--- src/rtl/mem_stage.sv ---
// RV64 load/store stage behind the ALU: non-memory results pass through in one cycle,
// loads/stores use a single-outstanding request/response memory port.
module mem_stage #(
    parameter int XLEN             = 64,
    parameter bit LOAD_ONLY_BYPASS = 1'b0
) (
    input  logic            clk,
    input  logic            reset,
    input  logic            in_valid,
    output logic            in_ready,
    input  logic            in_is_load,
    input  logic            in_is_store,
    input  logic [2:0]      in_funct3,
    input  logic [XLEN-1:0] in_alu_result,
    input  logic [XLEN-1:0] in_store_data,
    input  logic [4:0]      in_rd,
    input  logic            in_wr_en,
    output logic            mem_req_valid,
    input  logic            mem_req_ready,
    output logic [XLEN-1:0] mem_req_addr,
    output logic            mem_req_write,
    output logic [XLEN-1:0] mem_req_wdata,
    output logic [7:0]      mem_req_wstrb,
    input  logic            mem_resp_valid,
    input  logic [XLEN-1:0] mem_resp_rdata,
    output logic            wb_valid,
    output logic            wb_wr_en,
    output logic [4:0]      wb_rd,
    output logic [XLEN-1:0] wb_data,
    output logic            wb_misaligned
);

    typedef enum logic [1:0] {IDLE, REQ, WAIT, DONE} state_t;

    state_t            state_q, state_d;
    logic [2:0]        f3_q, f3_d;
    logic [2:0]        off_q, off_d;
    logic [4:0]        rd_q, rd_d;
    logic              wr_en_q, wr_en_d;
    logic              is_store_q, is_store_d;
    logic [XLEN-1:0]   addr_q, addr_d;
    logic [XLEN-1:0]   wdata_q, wdata_d;
    logic [7:0]        wstrb_q, wstrb_d;
    logic              write_q, write_d;
    logic              wb_valid_q, wb_valid_d;
    logic              wb_wr_en_q, wb_wr_en_d;
    logic [4:0]        wb_rd_q, wb_rd_d;
    logic [XLEN-1:0]   wb_data_q, wb_data_d;
    logic              wb_mis_q, wb_mis_d;

    logic accept, is_mem, is_store;

    function automatic logic misaligned(input logic [1:0] sz, input logic [2:0] lo);
        case (sz)
            2'b01:   return lo[0];
            2'b10:   return |lo[1:0];
            2'b11:   return |lo[2:0];
            default: return 1'b0;
        endcase
    endfunction

    function automatic logic [7:0] store_strb(input logic [1:0] sz, input logic [2:0] off);
        case (sz)
            2'b00:   return 8'h01 << off;
            2'b01:   return 8'h03 << off;
            2'b10:   return 8'h0F << off;
            default: return 8'hFF;
        endcase
    endfunction

    function automatic logic [XLEN-1:0] load_extract(input logic [XLEN-1:0] rdata,
                                                     input logic [2:0] f3,
                                                     input logic [2:0] off);
        logic [XLEN-1:0] s;
        s = rdata >> {off, 3'b000};
        case (f3)
            3'b000:  return {{(XLEN-8){s[7]}}, s[7:0]};
            3'b001:  return {{(XLEN-16){s[15]}}, s[15:0]};
            3'b010:  return {{(XLEN-32){s[31]}}, s[31:0]};
            3'b100:  return {{(XLEN-8){1'b0}}, s[7:0]};
            3'b101:  return {{(XLEN-16){1'b0}}, s[15:0]};
            3'b110:  return {{(XLEN-32){1'b0}}, s[31:0]};
            default: return s;
        endcase
    endfunction

    // A nonzero bypass setting is unsupported; it keeps the stage from accepting work.
    assign in_ready      = (state_q == IDLE) && (LOAD_ONLY_BYPASS == 1'b0);
    assign accept        = in_valid && in_ready;
    assign is_mem        = in_is_load || in_is_store;
    assign is_store      = in_is_store && !in_is_load;

    assign mem_req_valid = (state_q == REQ);
    assign mem_req_addr  = addr_q;
    assign mem_req_write = write_q;
    assign mem_req_wdata = wdata_q;
    assign mem_req_wstrb = wstrb_q;
    assign wb_valid      = wb_valid_q;
    assign wb_wr_en      = wb_wr_en_q;
    assign wb_rd         = wb_rd_q;
    assign wb_data       = wb_data_q;
    assign wb_misaligned = wb_mis_q;

    always_comb begin
        state_d    = state_q;
        f3_d       = f3_q;
        off_d      = off_q;
        rd_d       = rd_q;
        wr_en_d    = wr_en_q;
        is_store_d = is_store_q;
        addr_d     = addr_q;
        wdata_d    = wdata_q;
        wstrb_d    = wstrb_q;
        write_d    = write_q;
        wb_valid_d = 1'b0;
        wb_wr_en_d = wb_wr_en_q;
        wb_rd_d    = wb_rd_q;
        wb_data_d  = wb_data_q;
        wb_mis_d   = wb_mis_q;

        case (state_q)
            IDLE: begin
                if (accept) begin
                    if (!is_mem) begin
                        wb_valid_d = 1'b1;
                        wb_data_d  = in_alu_result;
                        wb_rd_d    = in_rd;
                        wb_wr_en_d = in_wr_en && (in_rd != 5'd0);
                        wb_mis_d   = 1'b0;
                    end else if (misaligned(in_funct3[1:0], in_alu_result[2:0])) begin
                        wb_valid_d = 1'b1;
                        wb_data_d  = in_alu_result;
                        wb_rd_d    = in_rd;
                        wb_wr_en_d = 1'b0;
                        wb_mis_d   = 1'b1;
                    end else begin
                        f3_d       = in_funct3;
                        off_d      = in_alu_result[2:0];
                        rd_d       = in_rd;
                        wr_en_d    = in_wr_en;
                        is_store_d = is_store;
                        addr_d     = {in_alu_result[XLEN-1:3], 3'b000};
                        wdata_d    = in_store_data << {in_alu_result[2:0], 3'b000};
                        wstrb_d    = is_store ? store_strb(in_funct3[1:0], in_alu_result[2:0]) : 8'h00;
                        write_d    = is_store;
                        state_d    = REQ;
                    end
                end
            end
            REQ: begin
                if (mem_req_ready) state_d = WAIT;
            end
            WAIT: begin
                if (mem_resp_valid) begin
                    state_d    = DONE;
                    wb_valid_d = 1'b1;
                    wb_rd_d    = rd_q;
                    wb_mis_d   = 1'b0;
                    if (is_store_q) begin
                        wb_wr_en_d = 1'b0;
                    end else begin
                        wb_wr_en_d = wr_en_q && (rd_q != 5'd0);
                        wb_data_d  = load_extract(mem_resp_rdata, f3_q, off_q);
                    end
                end
            end
            default: state_d = IDLE;
        endcase
    end

    always_ff @(posedge clk) begin
        if (reset) begin
            state_q    <= IDLE;
            f3_q       <= 3'd0;
            off_q      <= 3'd0;
            rd_q       <= 5'd0;
            wr_en_q    <= 1'b0;
            is_store_q <= 1'b0;
            addr_q     <= '0;
            wdata_q    <= '0;
            wstrb_q    <= 8'h00;
            write_q    <= 1'b0;
            wb_valid_q <= 1'b0;
            wb_wr_en_q <= 1'b0;
            wb_rd_q    <= 5'd0;
            wb_data_q  <= '0;
            wb_mis_q   <= 1'b0;
        end else begin
            state_q    <= state_d;
            f3_q       <= f3_d;
            off_q      <= off_d;
            rd_q       <= rd_d;
            wr_en_q    <= wr_en_d;
            is_store_q <= is_store_d;
            addr_q     <= addr_d;
            wdata_q    <= wdata_d;
            wstrb_q    <= wstrb_d;
            write_q    <= write_d;
            wb_valid_q <= wb_valid_d;
            wb_wr_en_q <= wb_wr_en_d;
            wb_rd_q    <= wb_rd_d;
            wb_data_q  <= wb_data_d;
            wb_mis_q   <= wb_mis_d;
        end
    end

endmodule

--- config.mk ---
export PLATFORM = sky130hd
export DESIGN_NAME = mem_stage
export DESIGN_NICKNAME = d
export VERILOG_FILES = /design/src/rtl/mem_stage.sv
export SDC_FILE = /design/constraint.sdc
export NUM_CORES = 1
export LEC_CHECK = 0
export BUFFER_PORTS_ARGS = -buffer_cell sky130_fd_sc_hd__buf_2
export CORE_ASPECT_RATIO = 1.2
export CORE_MARGIN = 2
export CORE_UTILIZATION = 45
export DETAILED_ROUTE_END_ITERATION = 16
export HOLD_SLACK_MARGIN = 0.03
export PLACE_DENSITY_LB_ADDON = 0.3
export SLEW_MARGIN = 20
export SYNTH_ARGS = -nofsm -noshare
export SYNTH_HDL_FRONTEND = slang
export SYNTH_SLANG_ARGS = --single-unit
--- constraint.sdc ---
create_clock -name clk -period 2.24 [get_ports clk]
set_clock_uncertainty 0.05 [all_clocks]
set_input_delay 0.224 -clock clk [delete_from_list [all_inputs] [get_ports clk]]
set_output_delay 0.224 -clock clk [all_outputs]
set_load 0.01 [all_outputs]
## Word level (Yosys, flattened, before mapping)

Cells that the tools add are included.

| storage, ports and cells | value |
|---|---|
| flip-flop bits (word level) | 220 |
| latch bits | 0 |
| bits in writable memories | 0 |
| bits in read-only memories | 0 |
| input bits | 208 |
| output and inout port bits | 211 |
| word-level logic and storage cells | 95 |
| memories kept | 0 |

| operators by class | value |
|---|---|
| add/subtract/negate cells | 0 |
| $mul | 0 |
| divide/modulo/power cells | 0 |
| order comparisons | 0 |
| equal/unequal tests | 17 |
| shifts and indexed selects | 5 |
| multiplexer cells | 40 |
| bitwise logic cells | 1 |
| reduce and logical (&&, ||, !) cells | 18 |

Operators by type and width:

| cell | count |
|---|---|
| case mux 64 bit (6 select lines) | 1 |
| two-way mux 64 bit | 5 |
| case mux 64 bit (2 select lines) | 1 |
| << shifter 64 x 6 -> 64 bit | 1 |
| right shift 64 x 6 -> 64 bit | 1 |
| case mux 8 bit (3 select lines) | 1 |
| two-way mux 5 bit | 4 |
| two-way mux 1 bit | 16 |
| two-way mux 2 bit | 5 |
| case mux 5 bit (2 select lines) | 1 |
| AND reduction 5 bit | 2 |
| nonzero test 5 bit | 2 |
| == test 3 bit (second input constant) | 3 |
| two-way mux 8 bit | 1 |
| AND reduction 4 bit | 2 |
| << shifter 1 x 3 -> 8 bit (first input constant) | 1 |
| << shifter 2 x 3 -> 8 bit (first input constant) | 1 |
| << shifter 4 x 3 -> 8 bit (first input constant) | 1 |
| == test 2 bit (second input constant) | 3 |
| inequality test 2 x 1 -> 1 bit (second input constant) | 3 |
| inequality test 2 bit (second input constant) | 3 |
| case mux 1 bit (2 select lines) | 3 |
| case mux 2 bit (3 select lines) | 1 |
| == test 2 x 1 -> 1 bit (second input constant) | 2 |
| other kinds (13) | 17 |

## Depth between registers and ports, before layout

Gate-level depths: netlist of the first run.

| depth | value |
|---|---|
| word-level depth | 9 |
| depth in mapped cells | 11 |
| depth with buffers taken out | 7 |

## Worst setup path before layout of the first run

Ideal clock, no wire load.

| timing | value |
|---|---|
| kind | register to register |
| start point | register off_q[0] |
| end point | register wb_data_q[38] (netlist: wb_data[38]) |
| setup time | 0.138 ns |
| arrival | 1.925 ns |
| required time | 2.052 ns |
| setup slack | 0.127 ns |
| stages on the path, launching flop included | 8 |
| path buffers | 2 |
| period minus slack after synthesis | 2.113 ns |
| path through | dfxtp_1 buf_4 mux4_2 a22oi_1 nor3_4 buf_2 nor4b_1 o32ai_1 |

| on the way | value |
|---|---|
| word-level cells in the longest chain between the ends | 5 |

RTL lines:

| item | line | source |
|---|---|---|
| from (decl) | 37 | `logic [2:0] off_q, off_d;` |
| from (signal assigned) | 175 | `off_q <= 3'd0;` |
| from (signal assigned) | 191 | `off_q <= off_d;` |
| right shift 64 x 6 -> 64 bit | 75 | `s = rdata >> {off, 3'b000};` |
| case mux 64 bit (6 select lines) | 76 | `case (f3)` |
| two-way mux 64 bit | 159 | `if (is_store_q) begin` |
| two-way mux 64 bit | 154 | `if (mem_resp_valid) begin` |
| case mux 64 bit (2 select lines) | 121 | `case (state_q)` |
| to (signal assigned) | 202 | `wb_data_q <= wb_data_d;` |
| to (decl) | 48 | `logic [XLEN-1:0] wb_data_q, wb_data_d;` |

No other way between the ends. The select of a mux whose other input is x is not followed.
A chain may end at the register's enable or synchronous reset.

## Final worst setup path of the first run

| timing | value |
|---|---|
| start point | register off_q[0] |
| end point | register wb_data_q[36] (netlist: wb_data[36]) |

Same word-level chain as after synthesis.

==> results of run 1 <==
==> per-layer routing <==
metal	up-vias	share of wire, %	global-route usage (%)
li1	6116	-	-
met1	6220	36	34.85
met2	715	50	56.82
met3	153	8.0	5.458
met4	0	5.7	16.00
met5	-	0	0
==> worst register-to-register path: cells and delay by family, from the launching register on <==
kind,cells,cell delay (ns)
AOI/OAI and AO/OA,2,0.99
buffers and inverters,1,0.26
DFF,1,0.36
muxes,2,0.48
and+or+nand+nor,1,0.06
==> sequential cells by signal, summed over array words and instances (netlist names), 2 cells and up <==
name	count
mem_req_wstrb	8
rd_q	5
mem_req_wdata	64
f3_q	3
mem_req_addr	61
state_q	2
wb_rd	5
wb_data	64
off_q	3
==> report_power, final <==
| group | switching [mW] | internal, mW |
|---|---|---|
| logic | 3.43 | 2.66 |
| clock network | 1.68 | 2.71 |
| registers | 0.479 | 4.73 |
==> how the worst min path moves through the flow <==
stage,start,to,cells past startpoint,slack [ns]
4_1_cts,mem_resp_rdata[62],wb_data[30]$_SDFFE_PP0P_,3,0.04
3_5_place_dp,mem_req_wdata[24]$_SDFFE_PP0P_,mem_req_wdata[24]$_SDFFE_PP0P_,2,0.39
2_1_floorplan,mem_resp_valid,wb_valid$_SDFF_PP0_,2,0.31
5_1_grt,mem_resp_rdata[62],wb_data[30]$_SDFFE_PP0P_,3,0.07
6_report,mem_resp_rdata[62],wb_data[30]$_SDFFE_PP0P_,3,0.07
3_3_place_gp,mem_req_wdata[14]$_SDFFE_PP0P_,mem_req_wdata[14]$_SDFFE_PP0P_,2,0.39
==> cells in the mapped netlist, drive strengths merged (10+ instances only) <==
cell type | count | share of area, %
a211oi | 28 | 1.8
a21oi | 175 | 7.3
a2bb2oi | 17 | 1.2
buf | 70 | 3.2
clkbuf | 65 | 2.0
dfxtp | 220 | 37
inv | 34 | 1.1
mux2 | 15 | 1.4
mux2i | 88 | 7.3
mux4 | 47 | 8.8
nand2 | 249 | 7.8
nand2b | 18 | 0.93
nand3 | 13 | 0.54
nor2 | 112 | 3.5
nor2b | 17 | 0.88
nor3 | 40 | 2.0
o211ai | 16 | 1.1
o21ai | 13 | 0.54
o221ai | 34 | 2.5
o22ai | 28 | 1.5
o32ai | 17 | 1.2
or4 | 10 | 0.62
==> per-stage QoR <==
step           utilization, %  setup WS, ns  power, mW    TNS (ns)
6_report                64.44      -0.04768      15.69     -0.1918
5_1_grt                 64.43      -0.08715      16.43      -1.509
4_1_cts                 63.74    -0.0004425      15.56  -0.0004425
3_5_place_dp            56.65       -0.3662      10.93      -7.167
3_3_place_gp            56.65       -0.2432      10.83      -2.170
2_1_floorplan               -        0.1272      8.447           0
==> cells in the final DEF, fill, tap and decap left out, types with 34 or more instances in the layout <==
cell type	n
buf_2	413
nand2_1	249
dfxtp_1	216
a21oi_1	162
nor2_1	109
mux2i_1	85
buf_4	84
dlygate4sd3_1	82
mux4_2	47
o221ai_1	34
==> cell families after synthesis <==
| family | after synthesis | share of synthesized area, % |
|---|---|---|
| simple gates | 505 | 18.94 |
| compound gates | 361 | 19.71 |
| flops | 220 | 36.57 |
| buf+inv | 170 | 6.316 |
| mux | 150 | 17.50 |
| fa+ha+maj | 9 | 0.9350 |
| other cells | 1 | 0.03114 |
==> what timing repair did <==
action | CTS | global route
setup endpoints to repair | 46 | 50
gates resized for setup | 27 | 33
endpoints found under the hold margin | 140 | 0
setup buffers | 5 | 4
pin swaps | 1 | 5
gates cloned | 2 | 1
hold buffers | 82 | 0
==> cell type report <==
| type | count | area, um2 |
|---|---|---|
| tap | 335 | 419.2 |
| clock buffer | 31 | 676.9 |
| clock inverter | 12 | 200.2 |
| fill | 2206 | 9369 |
| inverter | 35 | 131.4 |
| sequential | 220 | 4412 |
| timing repair buffer | 605 | 3995 |
| multi-input combinational | 1030 | 7132 |
| antenna | 6 | 15.01 |
==> reports/results.tsv, run 1 <==
metric	value	unit
status	complete, but fails checks	
violations	negative setup slack	
syn_area	12040	um2
finalCritPeriodShare	102.1	%
wl_per_cell	20.49	um
grt_max_degree	169	
grt_pass1_wl	70010	um
drive_gt1_share	35.54	%
powerDensity	923.7	nW/um2
synth_ff_type	dfxtp_1	
synth_edf_count	0	
postPlaceCellArea	14930	um2
hold_path.class	input pin to register	
timing_worst_setup_path_type	register to register	
antenna_found_initial	5	
grt_remaining_overflow	0	
path_cells	mux4_2 > mux2i_4 > o41ai_2 > buf_4 > nor4_2 > o32ai_1	
synthArstFlopShare	0	%
grt_usage	31.19	%
core_area	26350	um2
required	2.62	ns
avgSynthCellArea	8.506	um2
clock_latency	0.52	ns
cts_made_buffers	24	
ir_drop	629.5	uV
dieArea	28100	um2
crit_path_end	wb_data[36]$_SDFFE_PP0P_	
p_leak	7.179	nW
fin_area	16980	um2
cpPeakStageDelay	0.72	ns
cp_max_fo	5	
worst_setup_path_start_kind	register	
htree_num_levels	1	
cp_slowest_cell	o41ai_2	
grt_pass1_vias	12660	
final_cells	2274	
antenna_left	0	
r2r_slack	-0.05	ns
cts_root_buf	clkbuf_16	
clk_pin_slew	0.06	ns
vias_per_cell	5.807	
worst-path-buf-inv	1	
min_period	2.288	ns
dp_hpwl	33850	um
dr.pass1.iters	5	
fmax	0.4371	GHz
yosysUniqueCellTypes	61	
die_w	153.3	um
ys_seq_area_share	36.57	%
yosysWarningCount	0	
setup_viol_count_final	6	
numPortBuffers	415	
rsz0062_at_grt	yes	
slew_viol_final	0	
cts_buffer_depth	3	
cts_sinks	220	
rows	65	
gp_congestion	0.9845	
cts_tree	built	
dp_cells	2131	
arrival	2.67	ns
start_util	45.71	%
die_h	183.2	um
drt_drc_violations_left	0	
ys_seq_elements	220	
cp.depth	6	
syn2layout_area_growth	40.99	%
relSlewSlack	47.04	%
worst_pin_slew	0.7944	ns
pin_count	419	
wl	46600	um
hold_ws	0.07283	ns
reg2reg_to	wb_data[36]$_SDFFE_PP0P_	
drv_cap	0	
cp_top_family	compound AO/OA/AOI/OAI gates	
r2r_cells	6	
nNetsFinal	2133	
first_iter_violations	1053	
critical_path.startpoint	off_q[0]$_SDFFE_PP0P_	
syn_inst	1416	
end_kind	register	
r2r-start	off_q[0]$_SDFFE_PP0P_	
vias	13200	
setup_ws	-0.04768	ns
hold_viol	0	
Note: power is estimated with default switching activity, not from simulation.
==> run 2, diff against run 1 <==
Clock period 2.24 ns to 2.3 ns, I/O delays scaled along.
==> reports/results.tsv, run 2 (synthesis gave the netlist of run 1 again) <==
metric	value	unit	change
status	complete, but fails checks		
violations	negative setup slack		
path_cells	mux4_2 > mux2i_4 > o41ai_2 > a2111oi_0 > buf_4 > o32ai_1		
vias	13180		-0.18%
r2r-start	off_q[0]$_SDFFE_PP0P_		
power.share.sequential	34.1	%	+0.9 points
slew_viol_final	0		unchanged
cp_max_fo	5		unchanged
rows	65		unchanged
r2r_cells	6		unchanged
p_total	14.84	mW	-5.4%
dr.pass1.iters	5		unchanged
cts_tree	built		
worstHoldPathCells	2		-1
clk_pin_slew	0.06	ns	about the same
grt_pass1_wl	68940	um	-1.5%
end_kind	register		
wl_met2	22770	um	-2.5%
antenna_found_initial	6		+1
wl	45760	um	-1.8%
maxUsedRoutingLayer	met5		
dp_cells	2118		-0.61%
dp_hpwl	33730	um	-0.37%
wl_per_cell	20.30	um	-0.92%
cts_root_buf	clkbuf_16		
numPortBuffers	415		unchanged
gp_congestion	0.9795		-0.51%
final_cells	2254		-0.88%
grt_usage	30.59	%	-0.61 points
setup_viol_count_final	3		-3
worst_setup_path_start_kind	register		
p_comb_share	38.4	%	-0.4 points
cp_top_family	compound AO/OA/AOI/OAI gates		
required	2.68	ns	+0.06 ns
pin_count	419		unchanged
grt_max_degree	124		-27%
first_iter_violations	1127		+7.0%
ir_drop	554.2	uV	-12%
die_h	183.2	um	unchanged
die_w	153.3	um	unchanged
holdCritStartpoint	reset		
n_fill_cell	2262		+2.5%
cts_made_buffers	24		unchanged
cts_buffer_depth	3		unchanged
clockPowerShare	27.5	%	-0.5 points
fin_util	63.01	%	-1.4 points
postPlaceCellArea	14740	um2	-1.2%
grt_remaining_overflow	0		unchanged
r2r_slack	-0.06	ns	about the same
final_common_cell	buf_2		
htree_num_levels	1		unchanged
final_cell_mix	buf_2, nand2_1, dfxtp_1, a21oi_1, nor2_1		
finalCritPeriodShare	102.4	%	+0.31 points
dieArea	28100	um2	unchanged
cp_slowest_cell	o41ai_2		
antenna_left	0		unchanged
min_to	mem_req_addr[57]$_SDFFE_PP0P_		
detailroute.wirelength.met3	3998	um	+7.5%
clock_latency	0.52	ns	about the same
worst-path-buf-inv	1		unchanged
timing_worst_setup_path_type	register to register		
syn2layout_area_growth	37.85	%	
seqCellArea	4410	um2	about the same
drt_drc_violations_left	0		unchanged
rsz0062_at_grt	yes		
worst_pin_slew	0.9310	ns	+0.1366 ns
p_leak	7.005	nW	-2.4%
core_area	26350	um2	unchanged
switchingPower	5.342	mW	-4.5%
relSlewSlack	37.25	%	-9.8 points
multi_input_area	7058	um2	-1.0%
arrival	2.73	ns	+0.06 ns
drv_cap	0		unchanged
fin_area	16600	um2	-2.2%
vias_per_cell	5.847		+0.70%
cpPeakStageDelay	0.80	ns	+0.08 ns
start_util	45.71	%	unchanged
hold_viol	0		unchanged
powerDensity	894.1	nW/um2	-3.2%
min_period	2.356	ns	+0.06849 ns
wl_met1	16660	um	-1.2%
cts_sinks	220		unchanged
setup_ws	-0.05617	ns	-0.008491 ns
fmax	0.4244	GHz	-2.9%
nNetsFinal	2113		-0.94%
reg2reg_to	wb_data[61]$_SDFFE_PP0P_		
p_sw_share	35.99	%	+0.34 points
p_int	9.502	mW	-5.9%
cp.depth	6		unchanged
hold_path.class	input pin to register		
drive_gt1_share	33.79	%	-1.8 points
grt_pass1_vias	12470		-1.4%
run 2: changes by cell type in the layout (fill, tap and decap cells not counted), sizes merged:
| cell | delta |
|---|---|
| o41ai | +1 |
| clkbuf | +3 |
| buf | -21 |
| diode | +1 |
| clkinvlp | +1 |
| bufinv | -2 |
| clkinv | -3 |
run 2: worst register-to-register path: cells and delay by family, from the launching register on:
family | cells | cell delay (ns)
AOI/OAI and AO/OA | 3 | 1.18
buffers and inverters | 1 | 0.19
DFF | 1 | 0.36
muxes | 2 | 0.48
run 2: routing by layer:
metal	GRT usage, %	vias up
met5	0	-
met4	13.21	2
met3	5.836	150
met2	55.52	758
met1	35.03	6174
li1	-	6096
run 2: worst max path at each step:
| stage | from | end | slack (ns) |
|---|---|---|---|
| 6_report | off_q[0]$_SDFFE_PP0P_ | wb_data[61]$_SDFFE_PP0P_ | -0.06 |
| 4_1_cts | off_q[1]$_SDFFE_PP0P_ | wb_data[56]$_SDFFE_PP0P_ | -0.03 |
| 3_3_place_gp | off_q[1]$_SDFFE_PP0P_ | wb_data[59]$_SDFFE_PP0P_ | -0.11 |
| 2_1_floorplan | off_q[0]$_SDFFE_PP0P_ | wb_data[38]$_SDFFE_PP0P_ | 0.19 |
| 3_5_place_dp | off_q[0]$_SDFFE_PP0P_ | wb_data[59]$_SDFFE_PP0P_ | -0.21 |
| 5_1_grt | off_q[0]$_SDFFE_PP0P_ | wb_data[45]$_SDFFE_PP0P_ | -0.06 |
run 2: cell type report:
class                      count  share of cell area (%)
antenna                        7                  0.1055
clock buffer                  34                   4.273
clock inverter                 8                  0.7084
inverter                      35                  0.7913
multi-input combinational   1031                   42.51
sequential                   220                   26.57
tap                          335                   2.525
timing repair buffer         584                   22.52
run 2: metrics by stage:
step           TNS (ns)  hold WS [ns]  setup slack [ns]
2_1_floorplan         0        0.3125            0.1872
3_3_place_gp    -0.3130        0.3873           -0.1141
3_5_place_dp     -2.203        0.3909           -0.2139
4_1_cts        -0.06473       0.03570          -0.03490
5_1_grt         -0.7067       0.05384          -0.05657
6_report        -0.1583       0.05161          -0.05617
run 2: power by group through the flow:
stage	Clock [mW]	Combinational, mW	Sequential [mW]
floorplan	0	2.81	5.41
global placement	0	5.31	5.11
detailed placement	0	5.39	5.12
CTS	4.14	5.56	5.05
global route	4.30	6.14	5.14
finish	4.08	5.69	5.07
run 2: what timing repair did:
item                       CTS  global route
pin swaps                    0             3
resized for setup            9            25
gates cloned                 1             3
setup endpoints to repair   38            48
hold buffers                82             0
setup buffers                1             0
hold endpoints to repair   133             0
